<file path="src/rtl/week_alarm.sv">
// Purpose: weekday alarm clock controller fed by the week counter's s/m/h/w outputs.
// Latency: ring and state change on the edge after the cycle in which the match is seen.
// Backpressure: none; strobes are sampled every cycle and requests that do not apply are dropped.
//
// Ports:
//   clk, rst                clock, asynchronous active-low reset
//   s, m, h, w              current time and weekday from the week counter
//   arm                     level enable; 0 forces IDLE
//   set_en/set_h/set_m/set_mask  alarm load strobe and values
//   snooze, stop            one-cycle user requests
//   ring, state             sounding output and controller state
//   alarm_h, alarm_m        stored alarm time
//   snz_used                snoozes consumed in the current alarm event
//   set_err                 one-cycle pulse when a load is rejected
module week_alarm #(
   parameter int RING_SECS  = 60,
   parameter int SNOOZE_MIN = 5,
   parameter int MAX_SNOOZE = 3
) (
   input  logic       clk,
   input  logic       rst,
   input  logic [5:0] s,
   input  logic [5:0] m,
   input  logic [4:0] h,
   input  logic [2:0] w,
   input  logic       arm,
   input  logic       set_en,
   input  logic [4:0] set_h,
   input  logic [5:0] set_m,
   input  logic [7:0] set_mask,
   input  logic       snooze,
   input  logic       stop,
   output logic       ring,
   output logic [1:0] state,
   output logic [4:0] alarm_h,
   output logic [5:0] alarm_m,
   output logic [1:0] snz_used,
   output logic       set_err
);

   typedef enum logic [1:0] {
      IDLE    = 2'b00,
      ARMED   = 2'b01,
      RINGING = 2'b10,
      SNOOZE  = 2'b11
   } state_t;

   localparam logic [7:0]  RING_LOAD = 8'(RING_SECS - 1);
   localparam logic [11:0] SNZ_LOAD  = 12'(SNOOZE_MIN * 60 - 1);
   localparam logic [1:0]  SNZ_MAX   = 2'(MAX_SNOOZE);

   state_t      st;
   logic [7:0]  mask;
   logic [5:0]  s_q;
   logic [7:0]  ring_cnt;
   logic [11:0] snz_cnt;

   logic new_sec;
   logic match;
   logic set_ok;

   // A "second" is any change of s; a counter held in reset (s stuck at 0)
   // therefore never produces a match.
   assign new_sec = (s != s_q);
   assign match   = new_sec && (s == 6'd0) && (m == alarm_m) && (h == alarm_h) && mask[w];
   assign set_ok  = (set_h <= 5'd23) && (set_m <= 6'd59);
   assign state   = st;

   always_ff @(posedge clk or negedge rst) begin
      if (!rst) begin
         st       <= IDLE;
         ring     <= 1'b0;
         alarm_h  <= 5'd0;
         alarm_m  <= 6'd0;
         mask     <= 8'd0;
         snz_used <= 2'd0;
         set_err  <= 1'b0;
         ring_cnt <= 8'd0;
         snz_cnt  <= 12'd0;
         s_q      <= 6'd0;
      end else begin
         s_q     <= s;
         set_err <= 1'b0;

         // Loading is independent of state, so the alarm can be programmed while disarmed.
         if (set_en) begin
            if (set_ok) begin
               alarm_h <= set_h;
               alarm_m <= set_m;
               mask    <= set_mask;
            end else begin
               set_err <= 1'b1;
            end
         end

         if (!arm) begin
            st       <= IDLE;
            ring     <= 1'b0;
            snz_used <= 2'd0;
         end else begin
            case (st)
               IDLE: begin
                  st <= ARMED;
               end

               ARMED: begin
                  // A load in the same cycle outranks the match.
                  if (!set_en && match) begin
                     st       <= RINGING;
                     ring     <= 1'b1;
                     ring_cnt <= RING_LOAD;
                  end
               end

               RINGING: begin
                  if (set_en || stop) begin
                     st       <= ARMED;
                     ring     <= 1'b0;
                     snz_used <= 2'd0;
                  end else if (snooze && (snz_used < SNZ_MAX)) begin
                     st       <= SNOOZE;
                     ring     <= 1'b0;
                     snz_used <= snz_used + 2'd1;
                     snz_cnt  <= SNZ_LOAD;
                  end else if (new_sec) begin
                     // An exhausted snooze request falls through so the ring still times out.
                     if (ring_cnt == 8'd0) begin
                        st       <= ARMED;
                        ring     <= 1'b0;
                        snz_used <= 2'd0;
                     end else begin
                        ring_cnt <= ring_cnt - 8'd1;
                     end
                  end
               end

               SNOOZE: begin
                  if (set_en || stop) begin
                     st       <= ARMED;
                     ring     <= 1'b0;
                     snz_used <= 2'd0;
                  end else if (new_sec) begin
                     if (snz_cnt == 12'd0) begin
                        st       <= RINGING;
                        ring     <= 1'b1;
                        ring_cnt <= RING_LOAD;
                     end else begin
                        snz_cnt <= snz_cnt - 12'd1;
                     end
                  end
               end

               default: begin
                  st <= IDLE;
               end
            endcase
         end
      end
   end

endmodule
</file>
<file path="config.mk">
export PLATFORM = sky130hd
export DESIGN_NAME = week_alarm
export DESIGN_NICKNAME = d
export VERILOG_FILES = /design/src/rtl/week_alarm.sv
export SDC_FILE = /design/constraint.sdc
export NUM_CORES = 1
export LEC_CHECK = 0
export CORE_MARGIN = 2
export CORE_UTILIZATION = 55
export CTS_CLUSTER_DIAMETER = 150
export DETAILED_ROUTE_END_ITERATION = 10
export PLACE_DENSITY_LB_ADDON = 0.3
export SLEW_MARGIN = 10
export SYNTH_ARGS = -nofsm -noshare
export SYNTH_HDL_FRONTEND = slang
export SYNTH_SLANG_ARGS = --single-unit
</file>
<file path="constraint.sdc">
create_clock -name clk -period 4.6 [get_ports clk]
set_input_delay 1.38 -clock clk [delete_from_list [all_inputs] [get_ports clk]]
set_output_delay 1.38 -clock clk [all_outputs]
set_load 0.005 [all_outputs]
</file>
==> results.yml <==
synth:
  synthFlopType: "dfrtp_1"
  syn_avg_cell_area_um2: 10.4
  yosys_register_bits: 51
  synth_cells: 271
  ys.warnings.count: 0
  syn_area_um2: 2810
  synth_edf_count: 0
  ys_seq_area_share_pct: 45.4
  synth_cell_types: 49
  syn_nets: 325
  synthArstFlopShare_pct: 100
timing:
  worst_pin_slew_ns: 0.873
  maxSlewHeadroom_pct: 41.6
  setup_violations: 0
  finalClockSkew_ns: 0.0104
  finalHoldViolCount: 0
  final_max_slew_viol_count: 0
  finalSetupTns_ns: 0
  period_needed_ns: 3.76
  clock.fmax_mhz: 266
  rsz0062_at_grt: "no"
  finalCritPeriodShare_pct: 81.6
  timing.final.ws_setup_ns: 0.844
critical_path:
  ff2ff_setup_slack_ns: 1.73
  worstPathArrival_ns: 3.94
  reg2reg_from: "state[0]"
  timing.rr.end: "state[1]"
  path_max_fanout: 16
  crit_required_ns: 4.78
  r2r_cells: 8
  worstSetupEndpointType: "register"
  cp-start-kind: "input port"
  criticalPathCategory: "in -> reg"
  setup.worst_path.start: "set_en"
hold_path:
  hold_class: "reg -> reg"
  min_delay_worst_endpoint: "mask[2]"
  whs_path_depth: 1
  hp-start: "mask[2]"
drt:
  vias: 2280
  routed_wl_mm: 5.91
  firstDrtPassIters: 4
  wl_per_cell_um: 14.7
  post-route-drc-count: 0
  ant_nets: 0
  via_per_inst: 5.67
  dr.first_iter.drc_count: 192
clocking:
  cts_tree: "done"
  htreeDepth: 2
  cts.sinks: 51
  post_cts_resized: 0
  root_buffer: "clkbuf_8"
  hold_buffers: 0
  cts_buffers: 5
  insertion_delay_ns: 0.30
  path_clk_slew_ns: 0.10
  postCtsSetupBuffers: 0
  cts.path.max_buffers: 2
power:
  internal_power_w: 0.000846
  p_sw_w: 0.000422
  power.density_nw_per_um2: 355
  switching_share_pct: 33.3
  clkPwrFrac_pct: 21.5
  p_comb_share_pct: 32.7
  ir_drop_mv: 0.209
  p_seq_share_pct: 45.8
  p_leak_nw: 1.47
placement:
  dp_hpwl_mm: 4.38
  gp_congestion: 0.857
  post_dp_cell_area_um2: 3470
  port_buffers: 61
  dp_slack_ns: 0.563
global_routing:
  gr-usage-all-layers_pct: 22.3
  grt_max_degree: 37
  grt_pass1_vias: 2133
  grt-ovfl-total: 0
  grt_pass1_wl_mm: 9.63
  antenna_found_initial: 0
floorplanning:
  core.rowCount: 26
  die_w_um: 75.5
  initial_core_util_pct: 56.1
  die_area_um2: 5700
  io_pins: 62
  die_h_um: 75.5
  core_um2: 5010
job:
  maxCapViolations: 0
cells_and_area:
  finalInstanceArea_um2: 3570
  syn_to_final_growth_pct: 27.2
  layout-drive-gt1-share_pct: 11.4
  antennaDiodeCount: 0
  utilization_pct: 71.3
  final_net_count: 385
run_status:
  status: "finished clean"
cells in the final DEF (no fill, tap or decap), types with 2 or more instances in the layout:
| cell | count |
|---|---|
| a21boi_0 | 3 |
| or2_2 | 3 |
| nor4_2 | 2 |
| xnor2_1 | 11 |
| nand3_1 | 9 |
| o211ai_1 | 3 |
| o2111ai_1 | 2 |
| and3_1 | 2 |
| a211oi_1 | 2 |
| clkdlybuf4s50_1 | 60 |
| nor4_1 | 5 |
| buf_4 | 2 |
| nor2b_1 | 2 |
| or3_1 | 2 |
| or4_1 | 3 |
| mux2_2 | 19 |
| inv_1 | 10 |
| a21oi_1 | 12 |
| clkbuf_8 | 6 |
| ha_1 | 9 |
| xor2_1 | 16 |
| mux2i_1 | 3 |
| nand2b_1 | 2 |
| nand4b_1 | 2 |
| and2_1 | 3 |
| o22ai_1 | 2 |
| a22o_1 | 2 |
| nand2_1 | 19 |
| nand4_1 | 13 |
| nor2_1 | 19 |
| o21ai_0 | 2 |
| a31oi_1 | 7 |
| dfrtp_1 | 51 |
| nor3_1 | 7 |
per-stage QoR:
stage	hold slack, ns	cells	total power, W
finish	0.515	402	0.00127
global route	0.536	402	0.00134
CTS	0.516	402	0.00127
detailed placement	0.494	394	0.000995
global placement	0.487	394	0.000983
floorplan	0.474	271	0.000840
registers in the layout (all words and copies together) (netlist names), 2 cells and up:
signal / cells
alarm_h: 5
alarm_m: 6
mask: 8
ring_cnt: 8
s_q: 6
snz_cnt: 12
snz_used: 2
state: 2
synth_stat cells, types with 2 or more instances:
library cell | instances | area share [%]
or3_1 | 2 | 0.45
a22o_1 | 2 | 0.62
or4_1 | 3 | 0.80
nand2b_1 | 2 | 0.45
mux2i_1 | 3 | 1.1
nor2b_1 | 2 | 0.45
a211oi_1 | 2 | 0.53
nand4b_1 | 2 | 0.62
nor3_1 | 7 | 1.2
mux2_2 | 19 | 7.6
ha_1 | 9 | 4.0
o2111ai_1 | 2 | 0.62
a21oi_1 | 12 | 2.1
nand4_1 | 13 | 2.9
and3_1 | 2 | 0.45
or2_2 | 3 | 0.67
a21boi_0 | 3 | 0.80
inv_1 | 10 | 1.3
nand3_1 | 9 | 1.6
clkbuf_1 | 7 | 0.94
dfrtp_1 | 51 | 45
o22ai_1 | 2 | 0.45
o21ai_0 | 2 | 0.36
nor2_1 | 19 | 2.5
nor4_2 | 2 | 0.89
nand2_1 | 19 | 2.5
xnor2_1 | 11 | 3.4
and2_1 | 3 | 0.67
a31oi_1 | 7 | 1.6
xor2_1 | 16 | 5.0
nor4_1 | 5 | 1.1
o211ai_1 | 3 | 0.80
power by group through the flow:
stage | sequential, W | clock (W) | combinational [W]
after floorplan | 0.000571 | 0 | 0.000269
after global placement | 0.000584 | 0 | 0.000399
after detailed placement | 0.000587 | 0 | 0.000408
after CTS | 0.000578 | 0.000281 | 0.000412
after global routing | 0.000590 | 0.000297 | 0.000455
final | 0.000581 | 0.000273 | 0.000414
worst max-delay path: stages:
cell and delay, ns:
clkdlybuf4s50_1 0.53, or4_1 0.59, nor4_2 0.15, o2111ai_1 0.19
o31ai_4 0.59, and3_1 0.39, a31oi_1 0.12
layout make-up:
cell class	count	area, um2
Multi-Input combinational cell	200	1450
Fill cell	397	1440
Sequential cell	51	1280
Timing Repair Buffer	63	621
Tap cell	70	87.6
Clock buffer	6	82.6
Inverter	10	37.5
Clock inverter	2	16.3
worst max path at each step:
stage                        endpoint  slack [ns]
after global placement       state[1]        0.61
after detailed placement  ring_cnt[5]        0.56
after CTS                 ring_cnt[2]        0.87
after global routing      ring_cnt[4]        0.70
final                     ring_cnt[4]        0.84
after floorplan              state[1]        1.47
logic make-up after synthesis:
kind of cell | Yosys count | share of synthesized area, %
buffers and inverters | 20 | 3.12
adders and majority gates | 9 | 4.01
AOI/OAI and AO/OA | 45 | 11.4
and+or+nand+nor | 96 | 18.2
muxes | 23 | 9.48
xor gates and xnor gates | 27 | 8.41
DFF | 51 | 45.4
per-layer routing:
metal,GRT usage [%],wire length [um]
met5,0,0
met4,5.85,65
met3,6.22,511
met2,34.1,2600
met1,31.5,2740
No activity file was read; power rests on OpenSTA's default activity.
==> edit: new RTL, same settings <==
Put one more register stage on the output `state`, with the module's reset. The value now appears one clock later. The other outputs are not delayed to match. Comments in the files are not updated.
--- a/src/rtl/week_alarm.sv
+++ b/src/rtl/week_alarm.sv
@@ -66,3 +66,9 @@
    assign set_ok  = (set_h <= 5'd23) && (set_m <= 6'd59);
-   assign state   = st;
+   always_ff @(posedge clk or negedge rst) begin
+      if (!rst) begin
+         state <= '0;
+      end else begin
+         state <= st;
+      end
+   end
 
Behaviour: not the same (a bounded check fails within 4 cycles, from zero or initial values and one cycle with rst low).
==> edit against the original RTL <==
Via count is 1.7% lower. Power is 6.3% higher. Critical path depth is 1 higher. Synthesized area is 3.2% higher. Design area is 1.3% higher. Sequential power is 3% higher. Setup slack better by 0.039 ns. Sequential cell count is 2 higher. Clock skew is 0.0068 ns lower. Clock power is 4% higher. Wire length is 5.9% higher. Largest cell class unchanged. Largest power group unchanged.
==> edit: results (changes against the original RTL) <==
synthXorXnorAreaFrac: 0.0544  # -0.0298
ys_seq_area_frac: 0.457  # +0.00335
drt_iter0_drc: 199  # +3.6%
dpl.hpwl_mm: 4.68  # +6.8%
layout.nets: 372  # -3.4%
path_max_fanout: 14  # -2
r2r_end: "snz_cnt[7]"
cp_top_family: "compound AO/OA/AOI/OAI gates"
muxShareOfSynthArea: 0.0993  # +0.00443
cts_max_level: 2  # unchanged
vias_per_cell: 5.76  # +1.6%
synth_cell_type_count: 59  # +20%
met2_usage: 0.384  # +0.0430
synth_adder_area_share: 0.0388  # -0.00123
drt_first_pass_iters: 5  # +1
whs_ns: 0.511  # -0.00388 ns
dp_cells: 381  # -3.3%
async_reset_ff_frac: 1.00  # unchanged
finClkSkew_ns: 0.00363  # -0.00679 ns
internal_power_uw: 913  # +7.9%
r2r_slack_ns: 1.49  # -0.24 ns
wirelength_mm: 6.26  # +5.9%
leakage_nw: 1.50  # +2.1%
grt_start_max_net_pins: 29  # -22%
synth.area.top_cells: "dfrtp_1 46%, mux2_2 7.8%, xor2_1 4.5%"
min_to: "mask[6]"
place_congestion: 0.829  # -3.2%
grtUsageMet3: 0.0521  # -0.0100
worstReg2RegStart: "st[0]"
syn_area_per_cell_um2: 11.2  # +8.4%
post_dp_cell_area_um2: 3520  # +1.4%
cp-endpoint: "ring"
m1WireLength_mm: 2.75  # +0.29%
rr_worst_depth: 7  # -1
dp_slack_ns: 0.534  # -0.0296 ns
grt_pass1_vias: 2277  # +6.8%
track_usage: 0.227  # +0.00450
syn_nets: 312  # -4.0%
use_met1: 0.295  # -0.0196
outcome: "completed"
irDropWorstVdd_mv: 0.208  # -0.87%
netlist_top_cells_count: "53 x dfrtp_1, 20 x mux2_2, 15 x xor2_1"
post-route-min-period_ns: 3.72  # -0.0391 ns
dr_wl_met2_mm: 3.15  # +21%
slew_headroom: 0.395  # -0.0208
synth_compound_gate_area_share: 0.149  # +0.0354
drive_above_1_share: 0.169  # +0.0548
wl_met3_um: 308  # -40%
grt_pass1_wl_mm: 10.8  # +12%
cpPeakStageDelay_ns: 0.55  # -0.04 ns
[edit: changes by cell type after synthesis, sizes merged, moves of 4 or more]
cell and change:
buf +4, nand2 -6, nand4 -9, nor2 -8
nor3 -5, or3 +5, or4 +5, xnor2 -8
[edit: logic make-up after synthesis]
logic type | after synthesis
multiplexers | 25
AND/OR/NAND/NOR | 78
adder cells (fa/ha/maj) | 9
buffers and inverters | 19
XOR/XNOR | 18
AO/OA/AOI/OAI | 56
flip-flops | 53
[edit: power groups by stage]
stage                     sequential [mW]  combinational [mW]  clock [mW]
final                               0.597               0.466       0.285
after global routing                0.606               0.514       0.313
after floorplan                     0.591               0.328           0
after CTS                           0.595               0.464       0.294
after detailed placement            0.603               0.461           0
after global placement              0.599               0.447           0
[edit: final cells by class]
class / count / area [um^2]
Clock buffer: 7 / 96.3
Clock inverter: 1 / 5.00
Fill cell: 386 / 1490
Inverter: 8 / 30.0
Multi-Input combinational cell: 186 / 1450
Sequential cell: 53 / 1330
Tap cell: 70 / 87.6
Timing Repair Buffer: 64 / 628
